File: src/rtl/enc_pkg.sv
// Shared constants and state encodings for the serial 4-to-2 priority encoder.
package enc_pkg;

    localparam int unsigned N_IN   = 4;
    localparam int unsigned CODE_W = 2;

    localparam logic [0:0] ST_IDLE  = 1'b0;
    localparam logic [0:0] ST_DRAIN = 1'b1;

    function automatic logic more_than_one(input logic [N_IN-1:0] v);
        return (v & (v - 1'b1)) != '0;
    endfunction

endpackage

File: src/rtl/encoder4x2_serial_if.sv
// Request-in / code-out handshake bundle for encoder4x2_serial.
interface encoder4x2_serial_if;
    import enc_pkg::*;

    logic              in_valid;
    logic              in_ready;
    logic [N_IN-1:0]   in_vec;
    logic              out_valid;
    logic              out_ready;
    logic [CODE_W-1:0] out_code;
    logic              out_last;
    logic              multi_hot;
    logic              err_zero;

    modport master (
        output in_valid, in_vec, out_ready,
        input  in_ready, out_valid, out_code, out_last, multi_hot, err_zero
    );

    modport slave (
        input  in_valid, in_vec, out_ready,
        output in_ready, out_valid, out_code, out_last, multi_hot, err_zero
    );

endinterface

File: src/rtl/encoder4x2_serial_prio_enc.sv
// LSB-first 4-to-2 priority encoder built from a chain of 2:1 mux cells.
module mux2x1 #(
    parameter int unsigned W = 1
) (
    input  logic [W-1:0] a,
    input  logic [W-1:0] b,
    input  logic         sel,
    output logic [W-1:0] y
);
    assign y = sel ? b : a;
endmodule

module prio_enc4x2
    import enc_pkg::*;
(
    input  logic [N_IN-1:0]   v,
    output logic [CODE_W-1:0] code,
    output logic              one_hot
);
    logic [CODE_W-1:0] m2;
    logic [CODE_W-1:0] m1;

    // Chain runs from the highest index inward so bit 0 has final say.
    mux2x1 #(.W(CODE_W)) u_m2 (.a(2'd3), .b(2'd2), .sel(v[2]), .y(m2));
    mux2x1 #(.W(CODE_W)) u_m1 (.a(m2),   .b(2'd1), .sel(v[1]), .y(m1));
    mux2x1 #(.W(CODE_W)) u_m0 (.a(m1),   .b(2'd0), .sel(v[0]), .y(code));

    assign one_hot = (v != '0) && !more_than_one(v);
endmodule

File: src/rtl/encoder4x2_serial.sv
// Captures a 4-bit request vector and emits the index of each set bit, lowest first.
module encoder4x2_serial
    import enc_pkg::*;
(
    input logic                 clk,
    input logic                 rst,
    encoder4x2_serial_if.slave  bus
);
    logic [0:0]        state;
    logic [N_IN-1:0]   pend;
    logic              multi_hot;
    logic              err_zero;
    logic [CODE_W-1:0] code;
    logic              one_hot;
    logic              draining;

    prio_enc4x2 u_prio (.v(pend), .code(code), .one_hot(one_hot));

    assign draining      = (state == ST_DRAIN);
    assign bus.in_ready  = (state == ST_IDLE) && !rst;
    assign bus.out_valid = draining;
    assign bus.out_code  = draining ? code : '0;
    assign bus.out_last  = draining && one_hot;
    assign bus.multi_hot = multi_hot;
    assign bus.err_zero  = err_zero;

    always_ff @(posedge clk) begin
        if (rst) begin
            state     <= ST_IDLE;
            pend      <= '0;
            multi_hot <= 1'b0;
            err_zero  <= 1'b0;
        end else begin
            multi_hot <= 1'b0;
            err_zero  <= 1'b0;
            case (state)
                ST_IDLE: begin
                    if (bus.in_valid) begin
                        if (bus.in_vec != '0) begin
                            pend      <= bus.in_vec;
                            state     <= ST_DRAIN;
                            multi_hot <= more_than_one(bus.in_vec);
                        end else begin
                            err_zero  <= 1'b1;
                        end
                    end
                end
                default: begin
                    if (bus.out_ready) begin
                        if (one_hot) begin
                            pend  <= '0;
                            state <= ST_IDLE;
                        end else begin
                            pend  <= pend & ~(4'b0001 << code);
                        end
                    end
                end
            endcase
        end
    end
endmodule

File: src/flat_wrapper.sv
// flat-port wrapper written by rule: the top's interface ports become plain ports
module encoder4x2_serial_flat import enc_pkg::*;
  (clk, rst, bus_in_valid, bus_in_vec, bus_out_ready, bus_in_ready, bus_out_valid, bus_out_code, bus_out_last, bus_multi_hot, bus_err_zero);
  encoder4x2_serial_if bus_i ();
  input logic clk;
  input logic rst;
  input wire logic [$bits(bus_i.in_valid)-1:0] bus_in_valid;
  input wire logic [$bits(bus_i.in_vec)-1:0] bus_in_vec;
  input wire logic [$bits(bus_i.out_ready)-1:0] bus_out_ready;
  output wire logic [$bits(bus_i.in_ready)-1:0] bus_in_ready;
  output wire logic [$bits(bus_i.out_valid)-1:0] bus_out_valid;
  output wire logic [$bits(bus_i.out_code)-1:0] bus_out_code;
  output wire logic [$bits(bus_i.out_last)-1:0] bus_out_last;
  output wire logic [$bits(bus_i.multi_hot)-1:0] bus_multi_hot;
  output wire logic [$bits(bus_i.err_zero)-1:0] bus_err_zero;
  assign bus_i.in_valid = bus_in_valid;
  assign bus_i.in_vec = bus_in_vec;
  assign bus_i.out_ready = bus_out_ready;
  assign bus_in_ready = bus_i.in_ready;
  assign bus_out_valid = bus_i.out_valid;
  assign bus_out_code = bus_i.out_code;
  assign bus_out_last = bus_i.out_last;
  assign bus_multi_hot = bus_i.multi_hot;
  assign bus_err_zero = bus_i.err_zero;
  encoder4x2_serial u_core (.clk(clk), .rst(rst), .bus(bus_i));
endmodule
File: config.mk
export PLATFORM = sky130hd
export DESIGN_NAME = encoder4x2_serial_flat
export DESIGN_NICKNAME = d
export VERILOG_FILES = /design/src/rtl/enc_pkg.sv /design/src/rtl/encoder4x2_serial_if.sv /design/src/rtl/encoder4x2_serial_prio_enc.sv /design/src/rtl/encoder4x2_serial.sv /design/src/flat_wrapper.sv
export SDC_FILE = /design/constraint.sdc
export NUM_CORES = 1
export LEC_CHECK = 0
export CORE_UTILIZATION = 30
export CTS_BUF_LIST = sky130_fd_sc_hd__clkbuf_4
export CTS_CLUSTER_SIZE = 24
export DETAILED_ROUTE_END_ITERATION = 16
export GPL_TIMING_DRIVEN = 1
export HOLD_SLACK_MARGIN = 0.08
export PLACE_DENSITY = 0.61
export REMOVE_ABC_BUFFERS = 1
export SLEW_MARGIN = 20
export SYNTH_ARGS = -nofsm -noshare
export SYNTH_HDL_FRONTEND = slang
export SYNTH_HIERARCHICAL = 1
export SYNTH_SLANG_ARGS = --single-unit
File: constraint.sdc
create_clock -name clk -period 1.75 [get_ports clk]
set_input_delay 0.35 -clock clk [delete_from_list [all_inputs] [get_ports clk]]
set_output_delay 0.35 -clock clk [all_outputs]
set_load 0.05 [all_outputs]
## Yosys cells after proc, flatten, opt, wreduce, memory -nomap -nowiden

Cells that the tools add are included.
W data, S select, Z words.

- $add $sub $neg: 2
- Equality and inequality tests: 1
- Shifts and indexed selects: 1
- Mux-type cells: 15
- Bitwise gates (word level): 7
- Reduce and logical (&&, ||, !) cells: 14

Operators by type and width:

| cell | number |
|---|---|
| $mux W4 | 5 |
| $reduce_bool A4 Y1 | 4 |
| $and A4 B4 Y4 | 3 |
| $sub A4 B1 Y4 const B | 2 |
| $mux W1 | 7 |
| $mux W2 | 3 |
| $not A4 Y4 | 1 |
| $reduce_bool A2 Y1 | 2 |
| $reduce_or A4 Y1 | 1 |
| $shl A1 B2 Y4 const A | 1 |
| $logic_and A1 B1 Y1 | 3 |
| $not A1 Y1 | 3 |
| $reduce_and A3 Y1 | 1 |
| $reduce_or A3 Y1 | 1 |
| $logic_not A1 Y1 | 2 |
| $ne A2 B2 Y1 const B | 1 |

- Register bits after elaboration: 7
- Input bits: 8
- Output and inout bits: 7
- Word-level logic and storage cells: 44

## Logic depth before layout (Yosys ltp)

Gate-level depths: netlist of run 1.

- Word-level depth: 9
- Depth in mapped cells: 6
- Gate-level depth less buffers: 6

## Hierarchy

Netlist of run 1, hierarchy kept.

Modules (own cells, without submodules):

| module | times used | cells an instance | area an instance (sq um) | sequential area each (sq um) |
|---|---|---|---|---|
| encoder4x2_serial | 1 | 44 | 395.4 | 140.1 |
| mux2x1 | 3 | 2 | 22.5 | 0.0 |
| prio_enc4x2 | 1 | 6 | 45.0 | 0.0 |

## Least setup slack after synthesis of run 1

OpenSTA, ideal clock, no wires.

- Kind: register to register
- Start point: register u_core.state, in the netlist u_core/bus.out_valid
- End point: register u_core.state, in the netlist u_core/bus.out_valid
- Library setup time: 0.166 ns
- Arrival time: 1.977 ns
- Required time: 1.584 ns
- Path slack: -0.393 ns
- Stages on the path, launching flop included: 6
- Buffers on the path: 2
- Clock period less this slack: 2.143 ns
- Cell sequence: dfxtp_1 buf_2 inv_2 buf_4 nor2_1 a221oi_1

- Cells in the longest elaborated chain, start to end: 1

RTL lines:

| what | line | source |
|---|---|---|
| start, declared | encoder4x2_serial.sv:9 | `logic [0:0] state;` |
| start signal, assigned | encoder4x2_serial.sv:29 | `state <= ST_IDLE;` |
| start signal, assigned | encoder4x2_serial.sv:41 | `state <= ST_DRAIN;` |
| start signal, assigned | encoder4x2_serial.sv:52 | `state <= ST_IDLE;` |
| $mux W1 | encoder4x2_serial.sv:36 | `case (state)` |

Every way passes these cells.
A chain may end at the register's enable or synchronous reset.

## Worst setup path after layout of run 1

- Start point: register u_core.pend[2]
- End point: output port bus_out_code[0]

- Cells in the longest elaborated chain, start to end: 4

RTL lines:

| what | line | source |
|---|---|---|
| start, declared | encoder4x2_serial.sv:10 | `logic [N_IN-1:0] pend;` |
| start signal, assigned | encoder4x2_serial.sv:40 | `pend <= bus.in_vec;` |
| start signal, assigned | encoder4x2_serial.sv:54 | `pend <= pend & ~(4'b0001 << code);` |
| $mux W1 | encoder4x2_serial_prio_enc.sv:10 | `assign y = sel ? b : a;` |
| net u_core.u_prio.m2[0] | encoder4x2_serial_prio_enc.sv:20 | `logic [CODE_W-1:0] m2;` |
| $mux W2 | encoder4x2_serial_prio_enc.sv:10 |  |
| net u_core.u_prio.m1[0] | encoder4x2_serial_prio_enc.sv:21 | `logic [CODE_W-1:0] m1;` |
| $mux W2 | encoder4x2_serial_prio_enc.sv:10 |  |
| net u_core.code[0] | encoder4x2_serial.sv:13 | `logic [CODE_W-1:0] code;` |
| $mux W2 | encoder4x2_serial.sv:22 | `assign bus.out_code = draining ? code : '0;` |
| end, declared | flat_wrapper.sv:12 | `output wire logic [$bits(bus_i.out_code)-1:0] bus_out_code;` |

The timed path passes the listed nets, and every way through them passes these cells.

==> results.cfg, run 1 <==
[synth]
async_flop_share = 0
synth_warnings = 6
synth_area_leaders = dfxtp_1, mux2_2, o41ai_4
syn_area_um2 = 508
ys_seq_area_frac = 0.276
yosysMostFrequentCell = dfxtp_1
ys_ff_latch = 7
synth_top_cell_by_area = dfxtp_1
syn_avg_cell_area_um2 = 9.07
synth.distinct_cells = 28
synth_top_cell_area_share = 0.276
netlist_instances = 56
synth_commonest_cells = dfxtp_1, mux2_2, a21oi_1, nand2_1, nor2_1
synth_edf_count = 0
synthFlopType = dfxtp_1

[finish]
fill_cells = 129
multi_input_area_um2 = 428
regArea_um2 = 148
syn_to_final_growth_pct = 85.7
stdcell_count = 111
drive_gt1_frac = 0.526
num-nets-final = 104
final_area_um2 = 943
insertedDiodeCount = 0

[detailed_routing]
dr_wl_met3_um = 83
ant_nets = 0
viasPerCell = 5.36
wl_mm = 1.58
highest_layer = met4
wl_per_cell_um = 14.2
drt_pre_antenna_iters = 4
met2_wirelength_um = 823
drc = 0
vias = 595
wl_met1_um = 661
drtIter0Drc = 20

[clocking]
cts_tree = built
numCtsBuffers = 3
ctsRootBufferMaster = clkbuf_4
htreeDepth = 1
clk_path_buf_depth = 2
hold_buffers = 0
clock_latency_ps = 250
clkTransAtPathRegs_ps = 60
cts.sinks = 7

[critical_path]
reg2reg_slack_ps = -210
cpMaxStageDelayCell = dfxtp_4
cp_top_family = multiplexers
critPathMostFrequentCell = mux2_4
cp_cell_sequence = mux2_4, mux2_4, mux2_4, and2_4, buf_8
regToRegEndpoint = u_core/pend[1]
critPathRequiredTime_ps = 1400
critical_path_class = reg -> out
r2r-start = u_core/pend[2]
crit_buf_inv = 1
critical-path-max-stage-delay_ps = 360
arrival_ps = 1750
cp-start-kind = flop
cp-end-kind = primary output
cp_max_fo = 5
ff2ff_path_depth = 6

[timing]
hold_viol = 0
drv_slew = 0
skew_ps = 10.2
fin_ws_ps = -349
tns_ps = -1330
timing.fmax_mhz = 476
min_period_over_period = 1.20
finalSetupViolCount = 7
grt_setup_unrepaired = yes
hold_slack_ps = 649
min_period_ps = 2100

[floorplanning]
die_y_um = 43.2
fp.dieW_um = 43.2
initial_utilization = 0.330
ios = 15
fp.coreArea_um2 = 1540
std_cell_rows = 14
dieArea_um2 = 1860

[power_and_ir_drop]
finalPower_mw = 0.753
leakage_nw = 0.398
power.density_nw_per_um2 = 798
ir_drop_uv = 436

[min_path]
min_to = u_core/pend[0]
min_from = u_core/bus.out_valid
hp-class = reg -> reg
whs_path_depth = 3

[placed_design]
place_congestion = 0.792
portBuffers = 14
dp.cells = 101
place_area_um2 = 781
dp.final_hpwl_um = 964

[status]
status = finished with violations
violations = setup timing

[global_routing]
grt_max_degree = 12
track_usage = 0.177
antenna_found_initial = 0
overflow = 0
grt_pass1_wl_mm = 2.46
grt_pass1_vias = 561

[run]
drv_cap = 0
-- worst reg2reg max path: stages (launching register included) --
cell	delay, ps
dfxtp_4	360
mux2_4	300
mux2_4	260
mux2_4	290
buf_6	130
a211o_1	270
a311oi_2	250
-- sequential cells by signal (all words and copies together) (netlist names) --
name and flops:
u_core/pend 4, u_core/bus.err_zero 1, u_core/bus.multi_hot 1, u_core/bus.out_valid 1
-- metal layers --
layer,GRT usage,vias up
met1,0.221,281
met2,0.287,26
met5,0,-
met4,0.0545,0
li1,-,286
met3,0.0553,2
-- power by group --
part	switching [mW]	internal [mW]	leakage [nW]
clock	0.0625	0.103	0.0184
combinational	0.198	0.205	0.321
sequential	0.0116	0.174	0.0590
-- metrics by stage --
stage | setup WS, ps | util
after floorplan | -390 | -
after global placement | -179 | 0.506
after detailed placement | -203 | 0.506
after CTS | -343 | 0.598
after global routing | -393 | 0.612
final | -349 | 0.612
-- cell type report --
class,instances,share of cell area
tap,16,0.0212
clock buffer,4,0.0318
multi-input combinational,50,0.454
sequential,7,0.156
timing repair buffer,31,0.325
inverter,3,0.0119
-- kinds of logic after synthesis --
kind of cell | synth area share
buffers and inverters | 0.0468
other | 0.0148
AOI/OAI and AO/OA | 0.320
muxes | 0.153
and+or+nand+nor | 0.153
adders and majority gates | 0.0197
DFF | 0.276
xor gates and xnor gates | 0.0172
-- layout by cell type (no fill, tap or decap), drive strengths merged, types with 3 or more instances in the layout --
master / count
dfxtp: 7
a21oi: 5
inv: 3
clkbuf: 4
buf: 24
nor2: 4
conb: 8
clkdlybuf4s50: 7
nand2: 5
mux2: 6
-- how the worst max path moves through the flow --
stage	end	depth (start not counted)	from
floorplan	u_core/bus.out_valid	5	u_core/pend[1]
global placement	bus_out_code[0]	5	u_core/pend[2]
detailed placement	bus_out_code[0]	5	u_core/pend[2]
CTS	bus_out_code[0]	5	u_core/pend[2]
global route	bus_out_code[0]	5	u_core/pend[2]
finish	bus_out_code[0]	5	u_core/pend[2]
-- what timing repair did --
item                       in CTS  in global routing
gates resized for setup        18                  8
pin swaps                       9                  5
setup buffers                   6                  1
setup endpoints to repair       6                  7
hold endpoints to repair        0                  0
Power figures use the tool's default switching activity.
==> run 2, diff against run 1 <==
Settings changed: SKIP_CTS_REPAIR_TIMING from default to 1, TNS_END_PERCENT from default to 20.
==> run 2 against run 1 <==
  * The run still ends with setup timing left
  * Cell count fell by 3.6%
  * First-iteration DRC count fell by 25%
  * Core utilization fell by 4.6 points
  * Wire length fell by 18%
  * Critical path type unchanged
  * Critical endpoint unchanged
  * Largest power group unchanged
==> results.cfg, run 2 (synthesis results as in run 1) <==
[critical_path]
critical-path-max-stage-delay_ps = 360
cpMaxStageDelayCell = dfxtp_4
critical_path_class = reg -> out
ff2ff_path_depth = 6
crit_buf_inv = 1
cp.depth = 5
cp-start-kind = flop
cp-end-kind = primary output
arrival_ps = 1740
cp_cell_sequence = mux2_4, mux2_2, mux2_4, and2_4, buf_8
cp_top_family = multiplexers
cp_max_fo = 5
critPathRequiredTime_ps = 1400
critPathMostFrequentCell = mux2_4

[finish]
syn_to_final_growth_pct = 71.7
num-nets-final = 100
drive_gt1_frac = 0.451
layout_common_cells = buf_4, conb_1, clkdlybuf4s50_1
top_register = u_core/pend
layout_commonest_cell = buf_4
largest_register_ffs = 4
insertedDiodeCount = 0

[detailed_routing]
ant_nets = 0
drtIter0Drc = 15
drt_pre_antenna_iters = 4
wl_mm = 1.29
viasPerCell = 5.00
vias = 535
drc = 0
wl_per_cell_um = 12.0

[clocking]
numCtsBuffers = 3
clk_path_buf_depth = 2
cts.sinks = 7
ctsRootBufferMaster = clkbuf_4
clkTransAtPathRegs_ps = 60
cts_tree = built
clock_latency_ps = 250
htreeDepth = 1

[timing]
timing.fmax_mhz = 478
fin_ws_ps = -344
skew_ps = 9.49
min_period_over_period = 1.20
drv_slew = 0
grt_setup_unrepaired = yes
hold_viol = 0
min_period_ps = 2090
tns_ps = -1130
finalSetupViolCount = 7

[floorplanning]
die_y_um = 43.2
ios = 15
fp.coreArea_um2 = 1540
dieArea_um2 = 1860
initial_utilization = 0.330
std_cell_rows = 14
fp.dieW_um = 43.2

[power_and_ir_drop]
p_comb_frac = 0.489
ir_drop_uv = 551
power.density_nw_per_um2 = 784
leakage_nw = 0.364
p_int_mw = 0.442
power.switching_mw = 0.241
power_frac_clock = 0.240
seq_power_share = 0.271
switching_share = 0.353

[global_routing]
grt_pass1_vias = 484
antenna_found_initial = 0
overflow = 0
grt_pass1_wl_mm = 2.09
track_usage = 0.154
grt_max_degree = 12

[status]
status = finished with violations
violations = setup timing

[placed_design]
pre_cts_slack_ps = -203
dp.final_hpwl_um = 964
place_congestion = 0.792
portBuffers = 14

[min_path]
whs_path_depth = 3
hp-class = reg -> reg

[run]
drv_cap = 0
## run 2: path summary, 6_finish.rpt
kind | from | end | slack, ps
max | u_core/pend[2] | bus_out_code[0] | -340
min | u_core/bus.out_valid | u_core/pend[0] | 640
max reg2reg | u_core/pend[2] | u_core/pend[1] | -190
min reg2reg | u_core/bus.out_valid | u_core/pend[0] | 640
## run 2: area by class of cell
type | count | area (um2)
inverters | 3 | 11.3
multi-input cells | 50 | 397
fillers | 138 | 669
well taps | 16 | 20.0
repair buffers | 27 | 269
flip-flops and latches | 7 | 145
clock buffers | 4 | 30.0
## run 2: per-layer routing
| layer | routed length, um | share of wire | vias up | global-route usage |
|---|---|---|---|---|
| met3 | 40 | 0.031 | 0 | 0.0511 |
| met4 | 0 | 0 | 0 | 0.0909 |
| met1 | 577 | 0.45 | 246 | 0.193 |
| met5 | 0 | 0 | - | 0 |
| li1 | - | - | 279 | - |
| met2 | 672 | 0.52 | 10 | 0.227 |
## run 2: worst register-to-register path: cells and delay by family (launching register included)
kind / cells / cell delay (ps)
compound gates: 2 / 490
buf+inv: 1 / 140
flops: 1 / 360
mux: 3 / 830
## run 2: power groups by stage
stage	clock network (mW)	logic (mW)	registers, mW
after floorplan	0	0.144	0.207
after global placement	0	0.290	0.187
after detailed placement	0	0.290	0.187
after CTS	0.174	0.292	0.184
after global routing	0.175	0.358	0.188
final	0.164	0.334	0.185
## run 2: metrics by stage
step / instance area, um2 / std cells / hold slack (ps) / power, mW / utilization
global placement: 781 / 101 / 613 / 0.477 / 0.506
CTS: 811 / 105 / 625 / 0.650 / 0.526
floorplan: 518 / 60 / 416 / 0.351 / -
global route: 872 / 107 / 703 / 0.721 / 0.566
detailed placement: 781 / 101 / 616 / 0.478 / 0.506
finish: 872 / 107 / 640 / 0.683 / 0.566
==> run 3, diff against run 2 <==
Settings changed: PLACE_DENSITY 0.61 to 0.64, SYNTH_HIERARCHICAL 1 to default.
==> run 3 against run 2 <==
  * Fmax grew 26%
  * The flow now finishes without violations
  * Area after synthesis shrank 22%
  * Flip-flop and latch count is the same
==> results.cfg, run 3 <==
[run]
drv_cap = 0

[critical_path]
critPathRequiredTime_ps = 1400
critical-path-max-stage-delay_ps = 400
cpMaxStageDelayCell = dfxtp_2
critical_path_class = reg -> out
cp_cell_sequence = nor4b_2, a211oi_2, nor2b_2, buf_12
cp_max_fo = 8
cp-start-kind = flop
arrival_ps = 1320
cp-end-kind = primary output

[synth]
syn_area_um2 = 395
muxShareOfSynthArea = 0
synth_xor_area_frac = 0.0222
synth.distinct_cells = 22
synthFlopType = dfxtp_1
synth-compound-area-share = 0.272
async_flop_share = 0
yosysMostFrequentCell = dfxtp_1
synth_top_cell_by_area = dfxtp_1
synth_edf_count = 0
synthAdderAreaFrac = 0.0253
synth_commonest_cells = dfxtp_1, nand2_1, nor2_1, a21oi_1, inv_1
synthSimpleGateAreaFrac = 0.285
synth_warnings = 0
synth_area_leaders = dfxtp_1, o221a_1, nor4_4
netlist_instances = 45
ys_ff_latch = 7
syn_avg_cell_area_um2 = 8.79
synth_top_cell_area_share = 0.354
ys_seq_area_frac = 0.354
synth_top_family_by_area = simple AND/OR/NAND/NOR gates

[timing]
tns_ps = 0
min_period_ps = 1670
hold_slack_ps = 549
timing.fmax_mhz = 600
finalSetupViolCount = 0
grt_setup_unrepaired = no
hold_viol = 0
fin_ws_ps = 83.8
skew_ps = 8.47
slew_headroom = 0.748
drv_slew = 0
tightestPinTransition_ps = 375
min_period_over_period = 0.952

[detailed_routing]
wl_per_cell_um = 12.4
viasPerCell = 5.31
ant_nets = 0
drtIter0Drc = 17
drt_pre_antenna_iters = 4
drc = 0
vias = 425
wl_um = 989

[power_and_ir_drop]
ir_drop_uv = 582
leakage_nw = 0.260
finalPower_mw = 0.578
power.density_nw_per_um2 = 855

[finish]
insertedDiodeCount = 0
top_register = u_core.pend
syn_to_final_growth_pct = 70.9
layout_commonest_cell = clkdlybuf4s50_1
drive_gt1_frac = 0.348
layout_common_cells = clkdlybuf4s50_1, buf_4, buf_12, dfxtp_1
num-nets-final = 75
final_area_um2 = 676
final_util = 0.577
stdcell_count = 80
fill_cells = 103
largest_register_ffs = 4

[clocking]
clkTransAtPathRegs_ps = 60
htreeDepth = 1
clock_latency_ps = 250
cts_tree = built
cts.sinks = 7
clk_path_buf_depth = 2
numCtsBuffers = 3
ctsRootBufferMaster = clkbuf_4

[global_routing]
grt_pass1_vias = 392
grt_max_degree = 9
grt_pass1_wl_mm = 1.54
track_usage = 0.154
overflow = 0
antenna_found_initial = 0

[floorplanning]
ios = 15
fp.dieW_um = 38.3
die_y_um = 38.3
initial_utilization = 0.338
dieArea_um2 = 1470
std_cell_rows = 12
fp.coreArea_um2 = 1170

[placed_design]
pre_cts_slack_ps = 13.9
dp.final_hpwl_um = 757
place_area_um2 = 623
dp.cells = 76
place_congestion = 0.879
portBuffers = 14

[status]
status = finished clean

[min_path]
hp-class = reg -> reg
run 3: cell types whose count changed in the layout (fill, tap and decap cells not counted), sizes merged, moves of 3 or more:
cell and change:
buf -9, mux2 -6, conb -8, nor4 +3
run 3: layout make-up:
| class | instances | area, um2 | area share |
|---|---|---|---|
| flip-flops and latches | 7 | 143 | 0.211 |
| well taps | 14 | 17.5 | 0.0259 |
| inverters | 3 | 11.3 | 0.0167 |
| clock buffers | 4 | 30.0 | 0.0444 |
| multi-input cells | 34 | 259 | 0.383 |
| repair buffers | 18 | 215 | 0.319 |
run 3: cells by family after synthesis:
logic type               Yosys count
AND/OR/NAND/NOR                   18
flip-flops                         7
adder cells (fa/ha/maj)            1
buffers and inverters              4
AO/OA/AOI/OAI                     14
XOR/XNOR                           1
run 3: metal layers:
layer  track usage  share of wire
met3        0.0174          0.052
met4        0.0804         0.0081
met1         0.186           0.43
met5             0              0
met2         0.263           0.50
run 3: power breakdown:
part	leakage [nW]	switching (mW)	internal (mW)
Clock	0.0184	0.0627	0.103
Sequential	0.0582	0.0199	0.173
Combinational	0.183	0.112	0.108
Total	0.260	0.195	0.383
run 3: final timing paths:
check	cells past startpoint	from	end	slack [ps]
max	4	u_core.pend[1]	bus_out_last	80
min	2	u_core.pend[1]	u_core.pend[1]	550
max reg2reg	3	u_core.bus.out_valid	u_core.pend[2]	550
min reg2reg	2	u_core.pend[1]	u_core.pend[1]	550
run 3: critical path, delay by kind of cell, from the launching register on:
kind	cells	cell delay [ps]
simple gates	2	410
buf+inv	1	150
compound gates	1	100
flops	1	400
